`src/rtl/fifo_arb_pkg.sv`:
```
// Shared definitions for the FIFO write-port arbiter: FSM state encoding,
// default word width and an elaboration-time ceil(log2) helper.
package fifo_arb_pkg;

    localparam int DEFAULT_DATA_W = 32;

    typedef enum logic {
        IDLE  = 1'b0,
        GRANT = 1'b1
    } arb_state_e;

    // Never returns less than 1, so a width derived from it is always legal.
    function automatic int clog2(input int value);
        int bits;
        bits = 0;
        while ((1 << bits) < value) bits++;
        return (bits < 1) ? 1 : bits;
    endfunction

endpackage

```
`src/rtl/fifo_wr_arbiter_rr_picker.sv`:
```
// Combinational round-robin priority encoder: returns the first set request
// found searching upward from start, wrapping past NUM_REQ-1 back to 0.
module rr_picker
    import fifo_arb_pkg::*;
#(
    parameter int NUM_REQ = 4,
    parameter int ID_W    = clog2(NUM_REQ)
) (
    input  logic [NUM_REQ-1:0] req,
    input  logic [ID_W-1:0]    start,
    output logic               found,
    output logic [ID_W-1:0]    winner
);

    // Scan from the farthest offset down so the nearest request is written last.
    always_comb begin
        int idx;
        found  = 1'b0;
        winner = '0;
        idx    = 0;
        for (int off = NUM_REQ - 1; off >= 0; off--) begin
            idx = int'(start) + off;
            if (idx >= NUM_REQ) idx -= NUM_REQ;
            if (req[ID_W'(idx)]) begin
                found  = 1'b1;
                winner = ID_W'(idx);
            end
        end
    end

endmodule

```
`src/rtl/fifo_wr_arbiter.sv`:
```
// Round-robin arbiter sharing the FIFO write port between NUM_REQ producers,
// granting bounded bursts and back-pressuring everyone while the FIFO is full.
module fifo_wr_arbiter
    import fifo_arb_pkg::*;
#(
    parameter int NUM_REQ   = 4,
    parameter int DATA_W    = DEFAULT_DATA_W,
    parameter int BURST_MAX = 4
) (
    input  logic                      clk,
    input  logic                      reset,
    input  logic [NUM_REQ-1:0]        req_valid,
    input  logic [NUM_REQ*DATA_W-1:0] req_data,
    output logic [NUM_REQ-1:0]        req_ready,
    input  logic                      fifo_full,
    output logic                      fifo_wr_en,
    output logic [DATA_W-1:0]         fifo_data_in,
    output logic [clog2(NUM_REQ)-1:0] grant_id,
    output logic                      grant_active
);

    localparam int ID_W   = clog2(NUM_REQ);
    localparam int BEAT_W = clog2(BURST_MAX + 1);

    localparam logic [BEAT_W-1:0] LAST_BEAT = BEAT_W'(BURST_MAX - 1);
    localparam logic [ID_W-1:0]   LAST_ID   = ID_W'(NUM_REQ - 1);

    arb_state_e        state, state_n;
    logic [ID_W-1:0]   grant_id_n, rr_ptr, rr_ptr_n;
    logic [ID_W-1:0]   next_id, pick_start, pick_id;
    logic [BEAT_W-1:0] beat_cnt, beat_cnt_n;
    logic              pick_found, owner_valid, xfer, release_grant;

    assign owner_valid = req_valid[grant_id];
    assign xfer        = (state == GRANT) & owner_valid & ~fifo_full;

    // Full only stalls the burst; release comes from burst end or withdrawal.
    assign release_grant = (state == GRANT) &
                           (~owner_valid | (xfer & (beat_cnt == LAST_BEAT)));

    assign next_id    = (grant_id == LAST_ID) ? '0 : grant_id + 1'b1;
    assign pick_start = (state == IDLE) ? rr_ptr : next_id;

    // Starting one past the releasing grantee makes it the lowest priority.
    rr_picker #(
        .NUM_REQ (NUM_REQ),
        .ID_W    (ID_W)
    ) u_rr_picker (
        .req    (req_valid),
        .start  (pick_start),
        .found  (pick_found),
        .winner (pick_id)
    );

    // NOTE: sequential state uses non-blocking assignments so every register
    // samples the values that were present before the clock edge.
    always_ff @(posedge clk) begin
        if (reset) begin
            state    <= IDLE;
            grant_id <= '0;
            rr_ptr   <= '0;
            beat_cnt <= '0;
        end else begin
            state    <= state_n;
            grant_id <= grant_id_n;
            rr_ptr   <= rr_ptr_n;
            beat_cnt <= beat_cnt_n;
        end
    end

    // NOTE: each signal written here gets a default first, so no path through
    // the case statement can leave it unassigned and infer a latch.
    always_comb begin
        state_n    = state;
        grant_id_n = grant_id;
        rr_ptr_n   = rr_ptr;
        beat_cnt_n = beat_cnt;
        unique case (state)
            IDLE: begin
                if (pick_found) begin
                    state_n    = GRANT;
                    grant_id_n = pick_id;
                    beat_cnt_n = '0;
                end
            end
            GRANT: begin
                if (xfer) beat_cnt_n = beat_cnt + 1'b1;
                if (release_grant) begin
                    rr_ptr_n   = next_id;
                    beat_cnt_n = '0;
                    if (pick_found) grant_id_n = pick_id;
                    else            state_n    = IDLE;
                end
            end
            default: state_n = IDLE;
        endcase
    end

    always_comb begin
        grant_active = (state == GRANT);
        fifo_wr_en   = xfer;
        req_ready    = '0;
        if ((state == GRANT) && !fifo_full) req_ready[grant_id] = 1'b1;
        fifo_data_in = req_data[int'(grant_id) * DATA_W +: DATA_W];
    end

endmodule
```
`config.mk`:
```
export PLATFORM = sky130hd
export DESIGN_NAME = fifo_wr_arbiter
export DESIGN_NICKNAME = d
export VERILOG_FILES = /design/src/rtl/fifo_arb_pkg.sv /design/src/rtl/fifo_wr_arbiter_rr_picker.sv /design/src/rtl/fifo_wr_arbiter.sv
export SDC_FILE = /design/constraint.sdc
export NUM_CORES = 1
export LEC_CHECK = 0
export BUFFER_PORTS_ARGS = -buffer_cell sky130_fd_sc_hd__buf_4
export CAP_MARGIN = 5
export CORE_MARGIN = 10
export CORE_UTILIZATION = 33
export CTS_CLUSTER_SIZE = 28
export DETAILED_ROUTE_END_ITERATION = 6
export PLACE_DENSITY = 0.91
export SYNTH_ARGS = -nofsm -noshare
export SYNTH_HDL_FRONTEND = slang
export SYNTH_SLANG_ARGS = --single-unit
export TNS_END_PERCENT = 100
```
`constraint.sdc`:
```
create_clock -name clk -period 2.35 [get_ports clk]
set_input_delay 0.47 -clock clk [delete_from_list [all_inputs] [get_ports clk]]
set_output_delay 0.47 -clock clk [all_outputs]
set_load 0.05 [all_outputs]
```
==> flow_metrics.tcl <==
set metrics [dict create \
    syn_inst 114 \
    clock.fmax_mhz 478.1 \
    gr-total-overflow 0 \
    rsz0062_at_grt "false" \
    tightest_slew_ns 0.4307 \
    grt_pass1_vias 1984 \
    p_seq_share_pct 10.5 \
    reg2regPathDepth 7 \
    synth_area_mm2 0.001413 \
    power-per-cell-area_mw_per_mm2 542.3 \
    rows 23 \
    ys_warn_count 0 \
    cts_tree "built" \
    fin_crit_ns 2.092 \
    routedWlPerCell_um 24.90 \
    p_clk_share_pct 11.0 \
    groute.usage.overall_pct 21.13 \
    fp.dieW_um 85.43 \
    wl_met2_mm 4.602 \
    worstSetupStartpointType "flop" \
    clkLatencyLatePin_ns 0.23 \
    drtPass1Iterations 5 \
    hpwlAfterDp_mm 7.490 \
    met3WireLength_um 833 \
    clock-root-buffer "clkbuf_8" \
    fp.dieH_um 85.43 \
    initial_core_util_pct 34.81 \
    multi_input_area_mm2 0.001174 \
    post-route-util_pct 69.07 \
    seq_area_um2 161.4 \
    whs_ns 0.4517 \
    clock-sinks 8 \
    post-cts-setup-buffers 0 \
    ys.flop_type "dfxtp_1" \
    maxCapViolCount 0 \
    place_inst 332 \
    setup_slack_ns 0.2584 \
    viasPerCell 5.531 \
    vdd_drop_max_uv 321.3 \
    max_slew_margin_pct 71.02 \
    area_growth_pct 98.41 \
    leakagePower_nw 1.307 \
    vias 1853 \
    antenna_found_initial 0 \
    switching_share_pct 49.29 \
    status "finished, final reports clean" \
    preCtsSetupSlack_ns 0.4352 \
    tns_ns 0 \
    drive_gt1_share_pct 75.79 \
    setup_viol 0 \
    final_max_slew_viol_count 0 \
    grt_max_degree 42 \
    instances_no_fill 335 \
    numCtsBuffers 3 \
    diodes 0 \
    grt_pass1_wl_mm 11.88 \
    min_period_over_period_pct 89.00 \
    critPathMaxFanout 41 \
    yosysUniqueCellTypes 32 \
    p_comb_share_pct 78.6 \
    nets 428 \
    synth_edf_count 0 \
    place_congestion 0.9090 \
    wirelength_mm 8.340 \
    synth_nets 255 \
    end_kind "primary output" \
    hold_viol_final 0 \
    ios 175 \
    internal_power_mw 0.7709 \
    cts.path.max_buffers 2 \
    drcViolationCount 0 \
    synth_seq_cells 8 \
    coreArea_mm2 0.004058 \
    clkTransAtPathRegs_ns 0.04 \
    top_layer "met4" \
    synth_area_per_cell_um2 12.39 \
    hold_path.class "flop to flop" \
    drtAntennaViolNets 0 \
    p_switching_mw 0.7491 \
    die_area_mm2 0.007297 \
    cts_resized 0 \
    hold_buffers 0 \
    nFillCells 305 \
    path_class "flop to primary output" \
    required_ns 1.88 \
    cts_max_level 1 \
    yosysSeqAreaShare_pct 11.34 \
    wl_met1_mm 2.614 \
    critical_path_arrival_ns 1.62 \
    numPortBuffers 174 \
    whs_path_depth 2 \
    drt_iter0_markers 82 \
    finClkSkew_ns 0.0002647 \
    ys_async_sr_fraction_pct 0 \
]
flip-flops by register name, indices dropped and copies added, names as in the netlist:
name and count:
rr_ptr 2, beat_cnt 3, grant_id 2, grant_active 1
worst max-delay path, cell delays in order, from the launching register on:
cell,delay [ns]
dfxtp_2,0.33
buf_12,0.28
mux4_2,0.56
buf_4,0.21
power by group through the flow:
| stage | Combinational, mW | Clock (mW) | Sequential (mW) |
|---|---|---|---|
| 2_1_floorplan | 0.763 | 0 | 0.181 |
| 3_3_place_gp | 1.18 | 0 | 0.161 |
| 3_5_place_dp | 1.20 | 0 | 0.162 |
| 4_1_cts | 1.20 | 0.172 | 0.159 |
| 5_1_grt | 1.25 | 0.184 | 0.161 |
| 6_report | 1.19 | 0.167 | 0.159 |
kinds of logic after synthesis:
group           share of synthesized area [%]
compound gates                          8.592
buf+inv                                 5.580
simple gates                            11.60
flops                                   11.34
mux                                     57.57
fa+ha+maj                               5.314
synth_stat cells (2+ instances only):
| cell type | n | share of area (%) |
|---|---|---|
| nor2b_1 | 4 | 1.8 |
| and2_1 | 5 | 2.2 |
| o22ai_1 | 2 | 0.89 |
| o32ai_1 | 2 | 1.2 |
| inv_1 | 6 | 1.6 |
| dfxtp_1 | 8 | 11 |
| nand2_1 | 5 | 1.3 |
| mux4_2 | 33 | 53 |
| nor2_1 | 4 | 1.1 |
| buf_2 | 3 | 1.1 |
| nand4_1 | 2 | 0.89 |
| a21oi_1 | 3 | 1.1 |
| buf_6 | 2 | 1.6 |
| clkbuf_1 | 3 | 0.80 |
| nand2b_1 | 4 | 1.8 |
| ha_1 | 6 | 5.3 |
| mux2i_1 | 7 | 5.0 |
per-stage QoR:
| step | power [mW] | instance area (um2) |
|---|---|---|
| after floorplan | 0.9440 | 1414 |
| after global placement | 1.337 | 2761 |
| after detailed placement | 1.361 | 2761 |
| after CTS | 1.532 | 2803 |
| after global routing | 1.597 | 2803 |
| final | 1.520 | 2803 |
cell type report:
cell class | instances | share of cell area (%)
Clock buffer | 3 | 1.473
Sequential cell | 8 | 5.759
Inverter | 6 | 0.8036
Timing Repair Buffer | 177 | 47.86
Multi-Input combinational cell | 91 | 41.88
Tap cell | 50 | 2.232
cells in the final DEF, fill, tap and decap left out:
cell type,instances
buf_4,176
mux4_2,33
mux2i_1,7
dfxtp_1,7
inv_1,6
ha_1,6
and2_1,5
nand2_1,5
nor2b_1,4
nor2_1,4
nand2b_1,4
a21oi_1,3
clkbuf_8,3
o22ai_1,2
nand4_1,2
o32ai_1,2
nor4_1,1
a21boi_2,1
o22a_1,1
or4_1,1
nor3_1,1
o2bb2ai_1,1
or3b_4,1
o211ai_1,1
a32oi_1,1
a22oi_1,1
and3_1,1
o21a_1,1
a2111o_1,1
o21ai_0,1
dfxtp_2,1
buf_12,1
layer usage:
layer	GRT usage [%]	vias up
li1	-	822
met1	20.20	889
met2	40.19	119
met3	6.883	23
met4	8.533	0
met5	0	-
path summary, 6_finish.rpt:
path,from,to,slack [ns]
min,beat_cnt[2],beat_cnt[2],0.45
max reg2reg,grant_id[0],grant_id[1],0.45
min reg2reg,beat_cnt[2],beat_cnt[2],0.45
max,grant_id[0],fifo_data_in[16],0.26
Note: power is estimated with default switching activity, not from simulation.
